<file path="config.mk">
export PLATFORM = sky130hd
export DESIGN_NAME = me
export DESIGN_NICKNAME = d
export VERILOG_FILES = /design/src/rtl/me_pkg.sv /design/src/rtl/me_load_align.sv /design/src/rtl/me.sv
export SDC_FILE = /design/constraint.sdc
export NUM_CORES = 1
export LEC_CHECK = 0
export CAP_MARGIN = 20
export CORE_AREA = 2 2 251 253
export DETAILED_ROUTE_END_ITERATION = 10
export DIE_AREA = 0 0 253 255
export PLACE_DENSITY = 0.56
export SYNTH_ARGS = -nofsm -noshare
export SYNTH_HDL_FRONTEND = slang
export SYNTH_SLANG_ARGS = --single-unit
</file>
<file path="constraint.sdc">
create_clock -name clk -period 2.3 [get_ports clk]
set_input_delay 0.345 -clock clk [delete_from_list [all_inputs] [get_ports clk]]
set_output_delay 0.345 -clock clk [all_outputs]
set_load 0.005 [all_outputs]
</file>
<file path="src/rtl/me_pkg.sv">
// Shared widths, memory opcodes, pipeline record types and store/alignment helpers
// for the memory-access stage.
package me_pkg;

  localparam int ADDR_W     = 32;
  localparam int WORD_W     = 32;
  localparam int INSTR_W    = 32;
  localparam int REG_IDX_W  = 5;
  localparam int DEST_SRC_W = 2;
  localparam int MEM_OP_W   = 4;

  localparam logic [MEM_OP_W-1:0] MEM_OP_NONE = 4'd0;
  localparam logic [MEM_OP_W-1:0] MEM_OP_LB   = 4'd1;
  localparam logic [MEM_OP_W-1:0] MEM_OP_LH   = 4'd2;
  localparam logic [MEM_OP_W-1:0] MEM_OP_LW   = 4'd3;
  localparam logic [MEM_OP_W-1:0] MEM_OP_LBU  = 4'd4;
  localparam logic [MEM_OP_W-1:0] MEM_OP_LHU  = 4'd5;
  localparam logic [MEM_OP_W-1:0] MEM_OP_SB   = 4'd6;
  localparam logic [MEM_OP_W-1:0] MEM_OP_SH   = 4'd7;
  localparam logic [MEM_OP_W-1:0] MEM_OP_SW   = 4'd8;

  // Everything handed to wb in one registered record.
  typedef struct packed {
    logic [ADDR_W-1:0]     pc;
    logic [INSTR_W-1:0]    instr;
    logic [DEST_SRC_W-1:0] dest_src;
    logic [REG_IDX_W-1:0]  dest_reg;
    logic [WORD_W-1:0]     alu_eval;
    logic [WORD_W-1:0]     mem_data;
    logic                  misalign;
  } out_t;

  typedef struct packed {
    logic [ADDR_W-1:0]     pc;
    logic [INSTR_W-1:0]    instr;
    logic [MEM_OP_W-1:0]   mem_op;
    logic [DEST_SRC_W-1:0] dest_src;
    logic [REG_IDX_W-1:0]  dest_reg;
    logic [WORD_W-1:0]     alu_eval;
  } cap_t;

  function automatic logic is_mem_op(input logic [MEM_OP_W-1:0] op);
    return (op != MEM_OP_NONE) && (op <= MEM_OP_SW);
  endfunction

  function automatic logic is_store(input logic [MEM_OP_W-1:0] op);
    return (op == MEM_OP_SB) || (op == MEM_OP_SH) || (op == MEM_OP_SW);
  endfunction

  function automatic logic is_misaligned(input logic [MEM_OP_W-1:0] op,
                                         input logic [1:0]          lo);
    logic half_op;
    logic word_op;
    half_op = (op == MEM_OP_LH) || (op == MEM_OP_LHU) || (op == MEM_OP_SH);
    word_op = (op == MEM_OP_LW) || (op == MEM_OP_SW);
    return (half_op && lo[0]) || (word_op && (lo != 2'b00));
  endfunction

  function automatic logic [WORD_W-1:0] store_wdata(input logic [MEM_OP_W-1:0] op,
                                                    input logic [WORD_W-1:0]   d);
    case (op)
      MEM_OP_SB: return {4{d[7:0]}};
      MEM_OP_SH: return {2{d[15:0]}};
      default:   return d;
    endcase
  endfunction

  function automatic logic [3:0] store_wstrb(input logic [MEM_OP_W-1:0] op,
                                             input logic [1:0]          lo);
    case (op)
      MEM_OP_SB: return 4'b0001 << lo;
      MEM_OP_SH: return 4'b0011 << {lo[1], 1'b0};
      MEM_OP_SW: return 4'hf;
      default:   return 4'h0;
    endcase
  endfunction

endpackage

</file>
<file path="src/rtl/me_load_align.sv">
// Combinational load-data alignment: picks the byte/half addressed by addr_lo
// out of the fetched word and sign- or zero-extends it.
module me_load_align
  import me_pkg::*;
(
  input  logic [MEM_OP_W-1:0] mem_op,
  input  logic [1:0]          addr_lo,
  input  logic [WORD_W-1:0]   rdata,
  output logic [WORD_W-1:0]   data
);

  logic [7:0]  byte_sel;
  logic [15:0] half_sel;

  always_comb begin
    byte_sel = rdata[{addr_lo, 3'b000} +: 8];
    half_sel = addr_lo[1] ? rdata[31:16] : rdata[15:0];
    case (mem_op)
      MEM_OP_LB:  data = {{24{byte_sel[7]}}, byte_sel};
      MEM_OP_LBU: data = {24'h0, byte_sel};
      MEM_OP_LH:  data = {{16{half_sel[15]}}, half_sel};
      MEM_OP_LHU: data = {16'h0, half_sel};
      MEM_OP_LW:  data = rdata;
      default:    data = '0;
    endcase
  end

endmodule

</file>
<file path="src/rtl/me.sv">
// Memory-access pipeline stage: issues data-memory loads/stores over req/ack,
// aligns load data and registers the instruction record for wb.
module me
  import me_pkg::*;
(
  input  logic                  clk,
  input  logic                  clr,
  input  logic                  stall,
  input  logic [ADDR_W-1:0]     i_pc,
  input  logic [INSTR_W-1:0]    i_instr,
  input  logic [MEM_OP_W-1:0]   i_mem_op,
  input  logic [DEST_SRC_W-1:0] i_dest_src,
  input  logic [REG_IDX_W-1:0]  i_dest_reg,
  input  logic [WORD_W-1:0]     i_alu_eval,
  input  logic [WORD_W-1:0]     i_store_data,
  output logic                  o_busy,
  output logic                  o_dmem_req,
  output logic                  o_dmem_we,
  output logic [ADDR_W-1:0]     o_dmem_addr,
  output logic [WORD_W-1:0]     o_dmem_wdata,
  output logic [3:0]            o_dmem_wstrb,
  input  logic [WORD_W-1:0]     i_dmem_rdata,
  input  logic                  i_dmem_ack,
  output logic [ADDR_W-1:0]     o_pc,
  output logic [INSTR_W-1:0]    o_instr,
  output logic [DEST_SRC_W-1:0] o_dest_src,
  output logic [REG_IDX_W-1:0]  o_dest_reg,
  output logic [WORD_W-1:0]     o_alu_eval,
  output logic [WORD_W-1:0]     o_mem_data,
  output logic                  o_misalign
);

  typedef enum logic [1:0] {
    ST_IDLE = 2'd0,
    ST_WAIT = 2'd1,
    ST_HELD = 2'd2
  } state_e;

  state_e              state_q, state_d;
  out_t                out_q, out_d;
  out_t                held_q, held_d;
  cap_t                cap_q, cap_d;
  logic                busy_q, busy_d;
  logic                req_q, req_d;
  logic                we_q, we_d;
  logic [ADDR_W-1:0]   addr_q, addr_d;
  logic [WORD_W-1:0]   wdata_q, wdata_d;
  logic [3:0]          wstrb_q, wstrb_d;

  logic [WORD_W-1:0]   load_data;
  logic                in_misalign;
  out_t                result;

  me_load_align u_load_align (
    .mem_op  (cap_q.mem_op),
    .addr_lo (cap_q.alu_eval[1:0]),
    .rdata   (i_dmem_rdata),
    .data    (load_data)
  );

  // Record produced when the captured transaction completes.
  always_comb begin
    result          = '0;
    result.pc       = cap_q.pc;
    result.instr    = cap_q.instr;
    result.dest_src = cap_q.dest_src;
    result.dest_reg = is_store(cap_q.mem_op) ? '0 : cap_q.dest_reg;
    result.alu_eval = cap_q.alu_eval;
    result.mem_data = is_store(cap_q.mem_op) ? '0 : load_data;
    result.misalign = 1'b0;
  end

  assign in_misalign = is_misaligned(i_mem_op, i_alu_eval[1:0]);

  always_comb begin
    state_d = state_q;
    out_d   = out_q;
    held_d  = held_q;
    cap_d   = cap_q;
    req_d   = req_q;
    we_d    = we_q;
    addr_d  = addr_q;
    wdata_d = wdata_q;
    wstrb_d = wstrb_q;
    case (state_q)
      ST_IDLE: begin
        if (!stall) begin
          if (is_mem_op(i_mem_op) && !in_misalign) begin
            state_d        = ST_WAIT;
            cap_d.pc       = i_pc;
            cap_d.instr    = i_instr;
            cap_d.mem_op   = i_mem_op;
            cap_d.dest_src = i_dest_src;
            cap_d.dest_reg = i_dest_reg;
            cap_d.alu_eval = i_alu_eval;
            req_d          = 1'b1;
            we_d           = is_store(i_mem_op);
            addr_d         = {i_alu_eval[ADDR_W-1:2], 2'b00};
            wdata_d        = store_wdata(i_mem_op, i_store_data);
            wstrb_d        = store_wstrb(i_mem_op, i_alu_eval[1:0]);
            out_d          = '0;
          end else begin
            out_d.pc       = i_pc;
            out_d.instr    = i_instr;
            out_d.dest_src = i_dest_src;
            out_d.dest_reg = in_misalign ? '0 : i_dest_reg;
            out_d.alu_eval = i_alu_eval;
            out_d.mem_data = '0;
            out_d.misalign = in_misalign;
          end
        end
      end
      ST_WAIT: begin
        if (i_dmem_ack) begin
          req_d   = 1'b0;
          we_d    = 1'b0;
          addr_d  = '0;
          wdata_d = '0;
          wstrb_d = '0;
          if (stall) begin
            state_d = ST_HELD;
            held_d  = result;
          end else begin
            state_d = ST_IDLE;
            out_d   = result;
          end
        end
      end
      ST_HELD: begin
        if (!stall) begin
          state_d = ST_IDLE;
          out_d   = held_q;
        end
      end
      default: state_d = ST_IDLE;
    endcase
    busy_d = (state_d != ST_IDLE);
  end

  always_ff @(posedge clk) begin
    if (clr) begin
      state_q <= ST_IDLE;
      out_q   <= '0;
      held_q  <= '0;
      cap_q   <= '0;
      busy_q  <= 1'b0;
      req_q   <= 1'b0;
      we_q    <= 1'b0;
      addr_q  <= '0;
      wdata_q <= '0;
      wstrb_q <= '0;
    end else begin
      state_q <= state_d;
      out_q   <= out_d;
      held_q  <= held_d;
      cap_q   <= cap_d;
      busy_q  <= busy_d;
      req_q   <= req_d;
      we_q    <= we_d;
      addr_q  <= addr_d;
      wdata_q <= wdata_d;
      wstrb_q <= wstrb_d;
    end
  end

  assign o_busy       = busy_q;
  assign o_dmem_req   = req_q;
  assign o_dmem_we    = we_q;
  assign o_dmem_addr  = addr_q;
  assign o_dmem_wdata = wdata_q;
  assign o_dmem_wstrb = wstrb_q;
  assign o_pc         = out_q.pc;
  assign o_instr      = out_q.instr;
  assign o_dest_src   = out_q.dest_src;
  assign o_dest_reg   = out_q.dest_reg;
  assign o_alu_eval   = out_q.alu_eval;
  assign o_mem_data   = out_q.mem_data;
  assign o_misalign   = out_q.misalign;

endmodule
</file>
==> reports/metrics.cfg, run 1 <==
[outcome]
outcome = finished, final reports clean

[global_route]
grt_pass1_wl_um = 101000
grt_use_total = 0.198
first_global_vias = 17715
grt_overflow = 0
antenna_found_initial = 11
grt_max_degree = 123

[route]
first_pass_iters = 7
ant_nets = 0
vias_per_cell = 5.26
drc = 0
wl_per_cell_um = 19.6
drt-initial-drc-count = 1039
wirelength_um = 66700
num_vias = 17914

[setup_path]
crit_type = flip-flop to flip-flop
worstPathArrival_ns = 2.70
cp-start-kind = flip-flop
crit_fanout = 49
r2r_cells = 8
crit_required_ns = 2.81
crit_path_end_kind = flip-flop

[sta]
setup_viol = 0
fin_ws_ns = 0.112
fin_hold_ws_ns = 0.122
maxSlewHeadroom = 0.569
period_minus_slack_ns = 2.19
fin_skew_ns = 0.0196
clock.fmax_ghz = 0.457
rsz0062_at_grt = true
fin_crit_sh = 0.951
worst_pin_slew_ns = 0.647
final-hold-violation-count = 0
slew_viol_final = 0

[clock_tree]
cts.clk_slew.worst_paths_ns = 0.06
cts_tree = built
ctsRootBufferMaster = clkbuf_16
clk_path_buf_depth = 3
cts.htree.levels = 2
numCtsBuffers = 52
cts_hold_buffers = 0
clock_latency_ns = 0.61
cts_sinks = 449

[finish]
layout-drive-gt1-share = 0.0885
top_register = held_q
largest_reg_flops = 135
largestRegisters = held_q (135), cap_q (107)
layout_common_cells = 538 x nand2_1, 449 x dfxtp_1, 378 x clkdlybuf4s50_1, 274 x a21oi_1, 201 x nand3_1
final_common_cell = nand2_1
syn2layout_area_growth_pct = 38.4
fin_nets = 2734
fillers = 6093

[pwr]
power.leakage_nw = 8.64
power_mw = 19.7
worst_ir_drop_vdd_v = 0.000494
p_per_area_nw_per_um2 = 772

[yosys]
avgSynthCellArea_um2 = 8.27
ys_dominant_reg_cell = dfxtp_1
synthCells = 2228
synth.area.top_cells = dfxtp_1 49%, nand2_1 11%, a21oi_1 7.5%
synth_area_um2 = 18400
synth.distinct_cells = 51
ys_ff_latch = 449
synthArstFlopShare = 0
synth_top_area_frac = 0.488
yosys_warnings = 0
synth_edf_count = 0
ys_seq_area_frac = 0.488
synth_top_area_cell = dfxtp_1

[job]
drv_cap = 0

[die]
die_y_um = 255
start_util = 0.296
rows = 92
ios = 382
die_w_um = 253
dieArea_um2 = 64500
design.core.area_um2 = 62200

[hold_path]
whs_path_depth = 2
hp-class = input port to flip-flop

[placement]
port_buffers = 379
pre_cts_slack_ns = -0.317
gp_congestion = 0.843
dp_hpwl_um = 42300

## critical path, cell delays in order, from the launching register on
cell	delay [ns]
dfxtp_1	0.46
inv_1	0.17
ha_4	0.21
o21a_1	0.19
a2bb2oi_2	0.20
nor2_4	0.18
buf_12	0.27
nand3_1	0.13
a31oi_1	0.22
## Yosys cell counts, types with 6 or more instances
library cell,number
a21oi_1,275
a221oi_1,15
a22o_1,147
a22oi_1,27
a31oi_1,102
buf_1,6
buf_2,29
clkbuf_1,173
dfxtp_1,449
inv_1,8
mux2_2,9
mux2i_1,31
nand2_1,539
nand2b_1,7
nand3_1,202
nor2_1,32
nor3_1,10
nor4b_1,17
o21ai_0,58
o22ai_1,16
o2bb2ai_1,22
## what timing repair did
item,CTS,global route
endpoints found under the setup margin,0,25
resized for setup,0,3
buffers inserted,0,0
## kinds of logic (layout without fill, tap and decap cells)
kind of cell	Yosys count	in the layout	synth area share
AO/OA/AOI/OAI	682	682	0.241
XOR/XNOR	2	2	0.000951
adder cells (fa/ha/maj)	5	5	0.00340
buffers and inverters	225	594	0.0505
flip-flops	449	449	0.488
multiplexers	41	41	0.0236
other	1	12	0.000204
AND/OR/NAND/NOR	823	823	0.193
## final timing paths
kind | startpoint | slack, ns | endpoint
worst min register to register | held_q[96] | 0.45 | held_q[96]
worst max-delay path | state_q[1] | 0.11 | o_instr[4]
worst min-delay path | clr | 0.12 | o_misalign
worst max register to register | state_q[1] | 0.11 | o_instr[4]
## final cells by class
class | count | area (µm²) | area share
flip-flops and latches | 449 | 8990 | 0.353
multi-input cells | 1555 | 8600 | 0.338
repair buffers | 488 | 5130 | 0.201
clock buffers | 76 | 1520 | 0.0597
well taps | 799 | 1000 | 0.0392
clock inverters | 22 | 191 | 0.00751
inverters | 8 | 30.0 | 0.00118
diodes | 10 | 25.0 | 0.000982
## power breakdown
part	internal (mW)	switching [mW]	total [mW]
Clock	4.73	3.44	8.18
Combinational	1.40	1.72	3.13
Sequential	8.14	0.225	8.37
## layer usage
metal,track usage,wire length [µm],vias up
met5,0,27,-
met1,0.242,27900,8593
met2,0.338,32400,612
met4,0.0835,2220,4
met3,0.0410,4170,123
li1,-,-,8582
## per-stage QoR
stage | utilization | instances | cell area (µm²) | TNS (ns)
after floorplan | - | 2229 | 18400 | 0
after global placement | 0.382 | 3299 | 23700 | -44.09
after detailed placement | 0.382 | 3299 | 23700 | -60.92
after CTS | 0.409 | 3397 | 25400 | 0
after global routing | 0.410 | 3405 | 25500 | -0.0233
final | 0.410 | 3407 | 25500 | 0
No activity file was read; power rests on OpenSTA's default activity.
==> run 2: changes to the inputs <==
--- a/config.mk
+++ b/config.mk
@@ -9,7 +9,7 @@
 export CORE_AREA = 2 2 251 253
 export DETAILED_ROUTE_END_ITERATION = 10
 export DIE_AREA = 0 0 253 255
-export PLACE_DENSITY = 0.56
+export PLACE_DENSITY = 0.64
 export SYNTH_ARGS = -nofsm -noshare
 export SYNTH_HDL_FRONTEND = slang
 export SYNTH_SLANG_ARGS = --single-unit
==> reports/metrics.cfg, run 2 (synthesis results as in run 1) <==
[finish]
top_register = held_q
largestRegisters = held_q (135), cap_q (107)
layout_common_cells = 538 x nand2_1, 448 x dfxtp_1, 378 x clkdlybuf4s50_1, 274 x a21oi_1, 201 x nand3_1
layout-drive-gt1-share = 0.0895
largest_reg_flops = 135
syn2layout_area_growth_pct = 38.5
stdcell_count = 3393
post-route-util = 0.411
final_common_cell = nand2_1
fin_nets = 2736

[global_route]
antenna_found_initial = 2
grt_use_total = 0.192
grt_max_degree = 193
grt_pass1_wl_um = 99100
first_global_vias = 17322
grt_overflow = 0

[die]
design.core.area_um2 = 62200
die_w_um = 253
ios = 382
rows = 92
start_util = 0.296
die_y_um = 255
dieArea_um2 = 64500

[clock_tree]
cts_sinks = 449
cts.clk_slew.worst_paths_ns = 0.06
numCtsBuffers = 49
ctsRootBufferMaster = clkbuf_16
cts.htree.levels = 2
cts_hold_buffers = 0
clk_path_buf_depth = 3
clock_latency_ns = 0.59
cts_tree = built

[setup_path]
worstPathArrival_ns = 2.73
crit_required_ns = 2.79
cp_slowest_cell = dfxtp_4
crit_path_end_kind = flip-flop
path_buf_inv = 7
crit_type = flip-flop to flip-flop
cp_common_cell = buf_4
crit_fanout = 26
cp-start-kind = flip-flop
path_cells = inv_2, buf_4, ha_4, buf_12, a2bb2oi_2, buf_4, nor3_4, buf_4, buf_12, buf_16, nand3_1, a31oi_1
critPathMaxStageDelay_ns = 0.37
reg2reg_slack_ns = 0.06
cp_top_family = buffers and inverters

[sta]
fin_skew_ns = 0.0168
slew_viol_final = 0
maxSlewHeadroom = 0.327
worst_pin_slew_ns = 1.01
fin_crit_sh = 0.974
period_minus_slack_ns = 2.24
final-hold-violation-count = 0
clock.fmax_ghz = 0.446
setup_viol = 0
fin_setup_tns_ns = 0

[route]
wl_per_cell_um = 19.4
drt-initial-drc-count = 1515
vias_per_cell = 5.34
num_vias = 18130
wirelength_um = 65900
first_pass_iters = 6
ant_nets = 0
drc = 0

[pwr]
power.leakage_nw = 8.69
p_per_area_nw_per_um2 = 781
worst_ir_drop_vdd_v = 0.000549
power_mw = 19.9

[placement]
port_buffers = 379
dp_cells = 3291
gp_congestion = 0.850
dp_hpwl_um = 40900

[hold_path]
hp-class = input port to flip-flop

[job]
drv_cap = 0

[outcome]
outcome = finished, final reports clean

-- run 2: report_power, final --
part	leakage [nW]	switching, mW	internal [mW]
Sequential	3.65	0.224	8.14
Combinational	4.22	1.79	1.46
Clock	0.828	3.32	4.98
Total	8.69	5.34	14.6
-- run 2: repair_timing --
action                                 CTS  global route
setup endpoints to repair              122            96
pin swaps                                2             4
gates resized for setup                 10            13
cloned                                   2             7
setup buffers                            2             2
endpoints found under the hold margin    0             0
-- run 2: cell type report --
class / count / area (µm²)
Fill cell: 6070 / 36600
Sequential cell: 449 / 8990
Multi-Input combinational cell: 1555 / 8600
Timing Repair Buffer: 493 / 5200
Clock buffer: 66 / 1410
Tap cell: 799 / 1000
Clock inverter: 22 / 285
Inverter: 8 / 30.0
Antenna cell: 1 / 2.50
-- run 2: worst register-to-register path: cells and delay by family, from the launching register on --
kind                     cells  cell delay [ns]
AND/OR/NAND/NOR              2             0.24
buffers and inverters        7             1.01
flip-flops                   1             0.37
AO/OA/AOI/OAI                2             0.34
adder cells (fa/ha/maj)      1             0.16
-- run 2: worst paths after layout --
kind,from,end,depth (start not counted)
worst min-delay path,clr,o_pc[24],2
worst max-delay path,state_q[1],o_pc[16],12
worst min register to register,cap_q[70],held_q[99],2
worst max register to register,state_q[1],o_pc[16],12
-- run 2: routing by layer --
layer / global-route usage / vias up / routed length (µm) / share of wire
met5: 0 / - / 0 / 0
met1: 0.246 / 8806 / 28300 / 0.43
met3: 0.0369 / 118 / 4260 / 0.065
met4: 0.0619 / 0 / 1910 / 0.029
met2: 0.325 / 654 / 31400 / 0.48
li1: - / 8552 / - / -
-- run 2: stage by stage --
stage                     instance area [µm²]  setup slack (ns)  hold WS [ns]
after global routing                    25500          -0.00426        0.0339
after floorplan                         18400             0.120         0.437
after CTS                               25300          -0.00295        0.0253
after global placement                  23500            -0.666         0.439
final                                   25500            0.0599        0.0581
after detailed placement                23500            -0.741         0.444
==> run 3: changes to the inputs <==
--- a/config.mk
+++ b/config.mk
@@ -10,6 +10,7 @@
 export DETAILED_ROUTE_END_ITERATION = 10
 export DIE_AREA = 0 0 253 255
 export PLACE_DENSITY = 0.64
+export SETUP_SLACK_MARGIN = 0.15
 export SYNTH_ARGS = -nofsm -noshare
 export SYNTH_HDL_FRONTEND = slang
 export SYNTH_SLANG_ARGS = --single-unit
==> reports/metrics.cfg, run 3 (synthesis results as in run 1) <==
[setup_path]
crit_type = flip-flop to flip-flop
r2r_cells = 12
crit_required_ns = 2.80
cp-start-kind = flip-flop
path_cells = buf_6, ha_4, o21a_1, buf_4, a2bb2oi_2, buf_6, nor3_4, buf_12, buf_6, clkbuf_16, nand3_2, a31oi_1
cp_common_cell = buf_6
rr_startpoint = state_q[1]
crit_fanout = 7
r2r-end = o_instr[5]
crit_path_end_kind = flip-flop
worstPathArrival_ns = 2.64
reg2reg_slack_ns = 0.16
cp_slowest_cell = dfxtp_2
critPathMaxStageDelay_ns = 0.33

[placement]
port_buffers = 379
gp_congestion = 0.834
pre_cts_slack_ns = -0.363
dp_hpwl_um = 41500

[die]
design.core.area_um2 = 62200
dieArea_um2 = 64500
die_w_um = 253
die_y_um = 255
start_util = 0.296
rows = 92
ios = 382

[global_route]
first_global_vias = 17440
grt_max_degree = 171
grt_use_total = 0.189
antenna_found_initial = 4
grt_pass1_wl_um = 98500
grt_overflow = 0

[pwr]
p_per_area_nw_per_um2 = 777
worst_ir_drop_vdd_v = 0.000474
power.leakage_nw = 8.65

[clock_tree]
cts_sinks = 449
cts_hold_buffers = 0
numCtsBuffers = 51
clock_latency_ns = 0.58
cts.htree.levels = 2
clk_path_buf_depth = 3
cts.clk_slew.worst_paths_ns = 0.06
ctsRootBufferMaster = clkbuf_16
cts_tree = built

[sta]
clock.fmax_ghz = 0.466
final-hold-violation-count = 0
maxSlewHeadroom = 0.385
worst_pin_slew_ns = 0.923
rsz0062_at_grt = true
setup_viol = 0
slew_viol_final = 0
fin_ws_ns = 0.156
period_minus_slack_ns = 2.14
fin_skew_ns = 0.0166
fin_hold_ws_ns = 0.124
fin_crit_sh = 0.932
fin_setup_tns_ns = 0

[finish]
syn2layout_area_growth_pct = 38.0
fillers = 6138
largestRegisters = held_q (135), cap_q (107)
layout-drive-gt1-share = 0.0892
final_common_cell = nand2_1
regArea_um2 = 8990
multiInputGateArea_um2 = 8640
fin_nets = 2733
layout_common_cells = 538 x nand2_1, 447 x dfxtp_1, 378 x clkdlybuf4s50_1, 274 x a21oi_1, 199 x nand3_1
top_register = held_q
largest_reg_flops = 135

[route]
vias_per_cell = 5.34
first_pass_iters = 8
wirelength_um = 65100
drt-initial-drc-count = 1148
drc = 1
ant_nets = 0
wl_per_cell_um = 19.2
num_vias = 18117

[hold_path]
whs_path_depth = 2
hp-class = input port to flip-flop
min-delay-start = clr
min_delay_worst_endpoint = o_misalign

[job]
drv_cap = 0

[outcome]
outcome = complete, but fails checks
violations = DRC

-- run 3: report_power, final --
| part | internal (mW) | switching [mW] |
|---|---|---|
| Combinational | 1.42 | 1.74 |
| Sequential | 8.14 | 0.224 |
| Clock | 4.92 | 3.30 |
-- run 3: worst max-delay path by stage --
stage	endpoint	slack [ns]	depth (start not counted)	start
floorplan	o_mem_data[6]	0.14	9	state_q[0]
global placement	o_dest_reg[3]	-0.31	6	i_mem_op[2]
detailed placement	o_dest_reg[4]	-0.36	5	i_mem_op[0]
CTS	o_pc[9]	0.11	10	state_q[0]
global route	o_alu_eval[21]	0.07	11	state_q[1]
finish	o_instr[5]	0.16	12	state_q[1]
-- run 3: metrics by stage --
stage | std cells | total power, mW | utilization | instance area (µm²)
2_1_floorplan | 2229 | 9.84 | - | 18400
6_report | 3392 | 19.7 | 0.409 | 25400
5_1_grt | 3392 | 20.5 | 0.409 | 25400
3_5_place_dp | 3289 | 11.5 | 0.378 | 23500
3_3_place_gp | 3289 | 11.5 | 0.378 | 23500
4_1_cts | 3381 | 19.8 | 0.405 | 25200
-- run 3: layer usage --
metal	wire length, µm	track usage
met3	4510	0.0358
met2	30800	0.320
met1	28100	0.243
met4	1730	0.0629
met5	13	0
-- run 3: repair_timing --
action	4_1_cts	5_1_grt
endpoints found under the setup margin	64	124
pin swaps	0	7
gates resized for setup	5	15
cloned	0	5
setup buffers	1	4
-- run 3: critical path, delay by kind of cell, from the launching register on --
family,cells,cell delay (ns)
AND/OR/NAND/NOR,2,0.27
flip-flops,1,0.33
adder cells (fa/ha/maj),1,0.15
buffers and inverters,6,0.83
AO/OA/AOI/OAI,3,0.47
-- run 3: cell type report --
type                       count  area share
clock buffer                  77      0.0604
sequential                   449       0.354
multi-input combinational   1555       0.340
timing repair buffer         488       0.199
inverter                       8     0.00118
tap                          799      0.0393
clock inverter                14     0.00615
antenna                        2    0.000197
